`config.mk`:
```
export PLATFORM = sky130hd
export DESIGN_NAME = div_ctrl
export DESIGN_NICKNAME = d
export VERILOG_FILES = /design/src/rtl/div_ctrl.sv
export SDC_FILE = /design/constraint.sdc
export NUM_CORES = 1
export LEC_CHECK = 0
export BUFFER_PORTS_ARGS = -buffer_cell sky130_fd_sc_hd__buf_4
export CAP_MARGIN = 20
export CORE_MARGIN = 8
export CORE_UTILIZATION = 39
export DETAILED_ROUTE_END_ITERATION = 7
export GPL_ROUTABILITY_DRIVEN = 0
export HOLD_SLACK_MARGIN = 0.15
export PLACE_DENSITY_LB_ADDON = 0.08
export SLEW_MARGIN = 20
export SYNTH_ARGS = -nofsm -noshare
export SYNTH_HDL_FRONTEND = slang
export SYNTH_SLANG_ARGS = --single-unit
```
`constraint.sdc`:
```
create_clock -name clk -period 14.42 [get_ports clk]
set_input_delay 0.721 -clock clk [delete_from_list [all_inputs] [get_ports clk]]
set_output_delay 0.721 -clock clk [all_outputs]
set_load 0.05 [all_outputs]
```
`src/rtl/div_ctrl.sv`:
```
// Multi-cycle radix-2 restoring divider for the EX stage: {remainder, quotient} in DATA_W iterations.
// Optional: define DIV_EARLY_OUT_EN to finish immediately when |dividend| < |divisor|.
module div_ctrl #(
  parameter int DATA_W = 32
) (
  input  logic                  clk,
  input  logic                  rst,
  input  logic                  start_i,
  input  logic                  signed_div_i,
  input  logic [DATA_W-1:0]     opdata1_i,
  input  logic [DATA_W-1:0]     opdata2_i,
  input  logic                  annul_i,
  output logic [2*DATA_W-1:0]   result_o,
  output logic                  ready_o,
  output logic                  busy_o
);

  // state  | meaning
  // FREE   | idle, waiting for an un-annulled start
  // BYZERO | divisor was zero, result forced to 0 on next edge
  // ON     | one restoring iteration per clock
  // END    | result held with ready until EX drops start
  typedef enum logic [1:0] {S_FREE, S_BYZERO, S_ON, S_END} state_t;

  localparam int CNT_W = $clog2(DATA_W) + 1;

  state_t                r_state;
  state_t                w_state_nx;
  logic [CNT_W-1:0]      r_cnt;
  logic [DATA_W-1:0]     r_rem;
  logic [DATA_W-1:0]     r_quo;
  logic [DATA_W-1:0]     r_dvsr;
  logic                  r_neg_q;
  logic                  r_neg_r;
  logic [2*DATA_W-1:0]   r_result;
  logic                  r_ready;

  logic [DATA_W-1:0]     w_a_mag;
  logic [DATA_W-1:0]     w_b_mag;
  logic                  w_b_zero;
  logic                  w_accept;
  logic                  w_early;
  logic                  w_cnt_last;
  logic [DATA_W:0]       w_rem_sh;
  logic                  w_ge;
  logic [DATA_W-1:0]     w_rem_sub;
  logic [DATA_W-1:0]     w_rem_nx;
  logic [DATA_W-1:0]     w_quo_nx;
  logic [DATA_W-1:0]     w_rem_fix;
  logic [DATA_W-1:0]     w_quo_fix;

  assign w_a_mag  = (signed_div_i && opdata1_i[DATA_W-1]) ? -opdata1_i : opdata1_i;
  assign w_b_mag  = (signed_div_i && opdata2_i[DATA_W-1]) ? -opdata2_i : opdata2_i;
  assign w_b_zero = (opdata2_i == '0);
  assign w_accept = start_i && !annul_i;

`ifdef DIV_EARLY_OUT_EN
  assign w_early = !w_b_zero && (w_a_mag < w_b_mag);
`else
  assign w_early = 1'b0;
`endif

  assign w_cnt_last = (r_cnt == CNT_W'(DATA_W - 1));

  // Shifted partial remainder needs one extra bit before the compare.
  assign w_rem_sh  = {r_rem, r_quo[DATA_W-1]};
  assign w_ge      = (w_rem_sh >= {1'b0, r_dvsr});
  assign w_rem_sub = w_rem_sh[DATA_W-1:0] - r_dvsr;
  assign w_rem_nx  = w_ge ? w_rem_sub : w_rem_sh[DATA_W-1:0];
  assign w_quo_nx  = {r_quo[DATA_W-2:0], w_ge};
  assign w_quo_fix = r_neg_q ? -w_quo_nx : w_quo_nx;
  assign w_rem_fix = r_neg_r ? -w_rem_nx : w_rem_nx;

  always_comb begin
    w_state_nx = r_state;
    case (r_state)
      S_FREE: begin
        if (w_accept) begin
          if (w_b_zero)     w_state_nx = S_BYZERO;
          else if (w_early) w_state_nx = S_END;
          else              w_state_nx = S_ON;
        end
      end
      S_BYZERO: w_state_nx = annul_i ? S_FREE : S_END;
      S_ON: begin
        if (annul_i)         w_state_nx = S_FREE;
        else if (w_cnt_last) w_state_nx = S_END;
      end
      S_END:   if (annul_i || !start_i) w_state_nx = S_FREE;
      default: w_state_nx = S_FREE;
    endcase
  end

  always_ff @(posedge clk) begin
    if (rst) begin
      r_state  <= S_FREE;
      r_cnt    <= '0;
      r_rem    <= '0;
      r_quo    <= '0;
      r_dvsr   <= '0;
      r_neg_q  <= 1'b0;
      r_neg_r  <= 1'b0;
      r_result <= '0;
      r_ready  <= 1'b0;
    end else begin
      r_state <= w_state_nx;
      case (r_state)
        S_FREE: begin
          if (w_accept) begin
            r_rem   <= '0;
            r_quo   <= w_a_mag;
            r_dvsr  <= w_b_mag;
            r_cnt   <= '0;
            r_neg_q <= signed_div_i && (opdata1_i[DATA_W-1] ^ opdata2_i[DATA_W-1]);
            r_neg_r <= signed_div_i && opdata1_i[DATA_W-1];
            if (w_early) begin
              r_result <= {opdata1_i, {DATA_W{1'b0}}};
              r_ready  <= 1'b1;
            end
          end
        end
        S_BYZERO: begin
          if (!annul_i) begin
            r_result <= '0;
            r_ready  <= 1'b1;
          end
        end
        S_ON: begin
          if (!annul_i) begin
            r_rem <= w_rem_nx;
            r_quo <= w_quo_nx;
            r_cnt <= r_cnt + 1'b1;
            if (w_cnt_last) begin
              r_result <= {w_rem_fix, w_quo_fix};
              r_ready  <= 1'b1;
            end
          end
        end
        S_END: begin
          if (annul_i || !start_i) begin
            r_result <= '0;
            r_ready  <= 1'b0;
          end
        end
        default: ;
      endcase
    end
  end

  assign result_o = r_result;
  assign ready_o  = r_ready;
  assign busy_o   = (r_state == S_ON) || (r_state == S_BYZERO);

endmodule

```
==> results.cfg, run 1 <==
[cells_and_area]
final_area_sq_um = 13700
antenna_cells = 0
drive_gt1_share_pct = 12.4
area_delta_synth_final_pct = 14.4
most-common-layout-cells = 243 x nand2_1, 185 x nor2_1, 171 x dfxtp_1
layout_commonest_cell = nand2_1
fin_nets = 1816

[die]
die_w_um = 191
rows = 64
die_area_sq_um = 36500
io_pins = 135
die_y_um = 191
initial_utilization_pct = 39.3
core_area_sq_um = 30400

[worst_setup_path]
slowest_delay_ns = 0.50
worstPathMaxFanout = 8
end_kind = flip-flop
required_ns = 14.75
arrival_ns = 5.79
cp_cell_sequence = ha_1 -> nand4_1 -> nor4_1 -> a221oi_1 -> o31ai_2 -> or2_4 -> mux2i_1 -> ha_1 -> nand3b_1 -> or3b_2 -> nor2_1 -> nor4b_1 -> a31oi_2 -> a211oi_4 -> nand4_2 -> or3_1 -> nand4_1 -> o211ai_1
cp_slowest_cell = or3b_2
start_kind = flip-flop
criticalPathCategory = reg2reg

[pwr]
p_sw_share_pct = 51.7
pwr-share-clk_pct = 17.1
p_leak_nw = 5.16
switching_power_mw = 1.37
internal-power_mw = 1.29
p_seq_share_pct = 22.2
ir_worst_vdd_v = 0.000148
power.density_nw_per_um2 = 194
p_comb_share_pct = 60.7

[routing]
drt-met1-wl_mm = 20.9
vias = 12000
wl_per_cell_um = 19.5
wl_met2_mm = 17.4
top_layer = met4
remaining_drc_errors = 0
drt_wl_total_mm = 41.1
dr.pass1.iters = 8
drtIter0Drc = 1023
via_per_inst = 5.66
dr_wl_met3_mm = 2.41
drtAntennaViolNets = 0

[grt]
overflow = 0
first_global_vias = 11200
grt_antenna_before_repair = 0
grt_pass1_wl_mm = 64.1
grtUsageTotal_pct = 22.1
grt_max_degree = 74

[clock_network]
clock-sinks = 171
cts_buffers = 17
path_clk_slew_ns = 0.07
htree_levels = 4
cts_setup_buffers = 0
cts_tree = built
clock_latency_ns = 0.45
cts_buffer_depth = 2
hold_buffers = 0
cts_repair_resize_count = 0
cts_root_buf = clkbuf_16

[placement]
port-buffer-count = 134
dpl.hpwl_mm = 30.9
place_area_sq_um = 13100

[logic_synthesis]
ys_ff_latch = 171
syn_area_per_cell_sq_um = 7.28
ys_seq_area_share_pct = 28.6
syn_area_sq_um = 12000
async_flop_share_pct = 0
yosysWarnings = 0
yosysUniqueCellTypes = 85
synthesis.instances = 1642
ys.flop_type = dfxtp_1
synth_edf_count = 0
syn-num-nets = 1753

[timing]
slew_headroom_pct = 26.0
worstMarginPinSlew_ns = 1.11
finalCritPeriodShare_pct = 37.9
hold_viol = 0
setup-tns-final_ns = 0
setup_violations = 0
max_freq_ghz = 0.183
rsz0062_at_grt = no
fin_skew_ns = 0.0149
fin_crit_ns = 5.46
final-max-slew-violation-count = 0
hold_slack_ns = 0.452

[worst_hold_path]
hp-class = reg2reg

[run]
maxCapViolCount = 0

[outcome]
status = finished clean
Yosys cell counts (8+ instances only):
library cell	count	area (sq um)
nand2_1	243	912
mux2i_1	19	190
a22oi_1	30	225
nand3_1	45	225
nor2_1	186	698
and2_1	13	81.3
xor2_1	64	561
o21ai_1	15	75.1
o21ai_0	102	510
nand2b_1	8	50.1
buf_2	15	75.1
or2_2	9	56.3
or3_1	29	181
a211oi_1	38	285
nor4_1	13	81.3
xnor2_1	63	552
nor3_1	36	180
o31ai_1	28	210
clkbuf_1	79	297
a311oi_1	8	70.1
nor2b_1	8	50.1
and3_1	8	50.1
dfxtp_1	171	3420
o41ai_1	8	70.1
a21o_1	8	60.1
or4_1	12	90.1
a21oi_1	128	641
o211ai_1	10	75.1
inv_1	52	195
nand4_1	15	93.8
ha_1	41	513
a31oi_1	29	181
through the flow:
stage          instances  power [mW]  utilization, %  worst slack [ns]
4_1_cts             2112        2.65            45.0              9.02
5_1_grt             2112        2.84            45.0              8.53
6_report            2112        2.66            45.0              8.96
2_1_floorplan       1642        1.76               -              9.37
3_3_place_gp        2082        2.19            43.1              9.28
3_5_place_dp        2082        2.20            43.1              9.05
sequential cells by signal, summed over array words and instances (netlist names):
name / count
r_neg_q: 1
ready_o: 1
result_o: 64
r_neg_r: 1
r_quo: 32
r_rem: 32
r_state: 2
r_dvsr: 32
r_cnt: 6
logic make-up after synthesis:
logic type | Yosys count | share of synthesized area [%]
simple gates | 653 | 25.1
compound gates | 468 | 25.1
flops | 171 | 28.6
buf+inv | 157 | 5.34
xor+xnor | 127 | 9.30
fa+ha+maj | 42 | 4.46
mux | 24 | 2.06
path summary, 6_finish.rpt:
path | cells past startpoint | from | to | slack (ns)
worst min-delay path | 2 | result_o[25] | result_o[25] | 0.45
worst max-delay path | 18 | r_rem[9] | result_o[62] | 8.96
worst min register to register | 2 | result_o[25] | result_o[25] | 0.45
worst max register to register | 18 | r_rem[9] | result_o[62] | 8.96
cell type report:
type,count,area [sq um]
Multi-Input combinational cell,1314,7910
Tap cell,396,495
Clock inverter,11,103
Timing Repair Buffer,146,1100
Inverter,55,206
Fill cell,3208,16700
Clock buffer,19,453
Sequential cell,171,3420
power groups by stage:
stage	clock network, mW	registers [mW]	logic (mW)
after floorplan	0	0.604	1.15
after global placement	0	0.598	1.59
after detailed placement	0	0.600	1.60
after CTS	0.462	0.589	1.60
after global routing	0.481	0.598	1.76
final	0.455	0.591	1.62
critical path: cells and delay by family, from the launching register on:
kind / cells / cell delay (ns)
adders and majority gates: 2 / 0.74
and+or+nand+nor: 10 / 2.78
muxes: 1 / 0.33
DFF: 1 / 0.38
AOI/OAI and AO/OA: 5 / 1.12
layer usage:
metal,vias to the layer above,GRT usage [%]
met3,35,3.34
li1,5968,-
met2,372,33.1
met1,5587,32.8
met4,0,4.59
met5,-,0
No activity file was read; power rests on OpenSTA's default activity.
==> run 2: changes to the inputs <==
- clock period: 14.42 -> 4.75 ns (I/O delays scaled with it)
==> run 2 against run 1 <==
Compared with the run above:
- clock skew decreased by 0.0022 ns
- fmax up 21%
- via count rose by 3.8%
- die area did not move
- critical path depth rose by 1
- sequential share of layout area is 1.5 points lower
- setup slack got worse by 8.7 ns
- final cell count increased by 3.5%
- global-route usage grew 0.95 points
- non-clock buffer count grew 72
- clock power grew to 3.3 times the previous value
- highest routed layer unchanged
==> results.cfg, run 2 (synthesis gave the netlist of run 1 again) <==
[pwr]
p_seq_share_pct = 20.4
pwr-share-clk_pct = 17.0
p_comb_share_pct = 62.6
p_leak_nw = 5.57
internal-power_mw = 4.45
switching_power_mw = 4.38
ir_worst_vdd_v = 0.000394
power.density_nw_per_um2 = 606
p_sw_share_pct = 49.6

[clock_network]
cts_root_buf = clkbuf_16
clock_latency_ns = 0.45
path_clk_slew_ns = 0.07
clock-sinks = 171
cts_buffers = 17
htree_levels = 4
cts_tree = built
cts_buffer_depth = 2

[routing]
vias = 12400
drtAntennaViolNets = 0
wl_per_cell_um = 19.6
drt_wl_total_mm = 42.9
dr.pass1.iters = 5
via_per_inst = 5.68
remaining_drc_errors = 0
drtIter0Drc = 968

[cells_and_area]
final_area_sq_um = 14600
area_delta_synth_final_pct = 21.9
fin_nets = 1888
fin_cells = 2185
drive_gt1_share_pct = 17.2
fillCellCount = 3185
largest_reg_flops = 64
layout_commonest_cell = nand2_1
most-common-layout-cells = 242 x nand2_1, 204 x buf_4, 184 x nor2_1

[timing]
max_freq_ghz = 0.221
hold_slack_ns = 0.166
hold_viol = 0
fin_crit_ns = 4.53
setup_violations = 0
fin_skew_ns = 0.0127
slew_headroom_pct = 25.8
finalCritPeriodShare_pct = 95.3
setup-tns-final_ns = 0
worstMarginPinSlew_ns = 1.11
final-max-slew-violation-count = 0

[worst_setup_path]
cp_cell_sequence = ha_1 -> nand4_1 -> buf_4 -> nor3_2 -> o21ai_2 -> a211oi_2 -> or2_4 -> mux2i_2 -> ha_2 -> nand3b_1 -> or3b_4 -> nor2_2 -> nor4b_4 -> a31oi_2 -> a211oi_4 -> nand4_2 -> or3_4 -> nand4_1 -> o211ai_1
criticalPathCategory = reg2reg
worst_path_most_repeated_cell = nand4_1
end_kind = flip-flop
start_kind = flip-flop
reg2regPathDepth = 19
arrival_ns = 4.85
slowest_delay_ns = 0.42
cp_slowest_cell = or3b_4
worstPathMaxFanout = 6
required_ns = 5.07

[outcome]
status = finished clean

[worst_hold_path]
hp-class = in2reg
worstHoldPathCells = 3

[die]
rows = 64
die_w_um = 191
die_area_sq_um = 36500
die_y_um = 191
core_area_sq_um = 30400
initial_utilization_pct = 39.3
io_pins = 135

[grt]
grtUsageTotal_pct = 23.0
grt_pass1_wl_mm = 66.5
grt_antenna_before_repair = 1
first_global_vias = 11700
grt_max_degree = 119
overflow = 0

[placement]
port-buffer-count = 134
dpl.hpwl_mm = 32.5
post-place-cells = 2139
place_area_sq_um = 13600

[run]
maxCapViolCount = 0
## run 2: changes by cell type in the layout (fill, tap and decap cells not counted), moves of 7 or more
cell,change
buf_4,+58
dlygate4sd3_1,+12
ha_1,-13
ha_4,+7
## run 2: what timing repair did
action / in CTS / in global routing
hold endpoints to repair: 12 / 0
pin swaps: 0 / 11
endpoints found under the setup margin: 1 / 8
gates resized for setup: 1 / 36
buffers inserted: 0 / 3
cloned: 0 / 0
hold buffers: 12 / 0
## run 2: per-stage QoR
stage	setup slack, ns	util [%]	power, mW
final	0.221	47.9	8.83
after detailed placement	0.0152	44.7	7.05
after floorplan	0.0586	-	5.42
after global placement	0.177	44.7	7.02
after global routing	-0.0335	47.9	9.38
after CTS	0.0117	47.2	8.57
## run 2: final timing paths
path,start,end,slack [ns]
worst max-delay path,r_rem[6],result_o[62],0.22
worst min-delay path,opdata2_i[11],r_dvsr[11],0.17
worst max register to register,r_rem[6],result_o[62],0.22
worst min register to register,r_dvsr[30],r_dvsr[30],0.46
## run 2: layout make-up
cell class | count | area [sq um] | share of cell area, %
clock buffer | 17 | 425 | 2.92
inverter | 55 | 206 | 1.42
tap | 396 | 495 | 3.40
multi-input combinational | 1314 | 8150 | 55.9
antenna | 1 | 2.50 | 0.0172
clock inverter | 13 | 180 | 1.24
timing repair buffer | 218 | 1690 | 11.6
sequential | 171 | 3420 | 23.5
## run 2: power groups by stage
stage | clock network (mW) | registers, mW | logic, mW
2_1_floorplan | 0 | 1.83 | 3.59
3_3_place_gp | 0 | 1.81 | 5.21
3_5_place_dp | 0 | 1.82 | 5.23
4_1_cts | 1.53 | 1.79 | 5.26
5_1_grt | 1.58 | 1.82 | 5.97
6_report | 1.50 | 1.80 | 5.52
## run 2: per-layer routing
layer	global-route usage [%]	vias to the layer above	wire, um
met5	0	-	0
met4	6.19	0	801
met3	3.37	53	2620
met2	34.0	428	18200
met1	34.2	5824	21300
li1	-	6116	-
## run 2: worst max-delay path: cells and delay by family, from the launching register on
kind	cells	cell delay, ns
AND/OR/NAND/NOR	10	2.13
AO/OA/AOI/OAI	5	0.93
adder cells (fa/ha/maj)	2	0.53
flip-flops	1	0.36
multiplexers	1	0.26
buffers and inverters	1	0.19
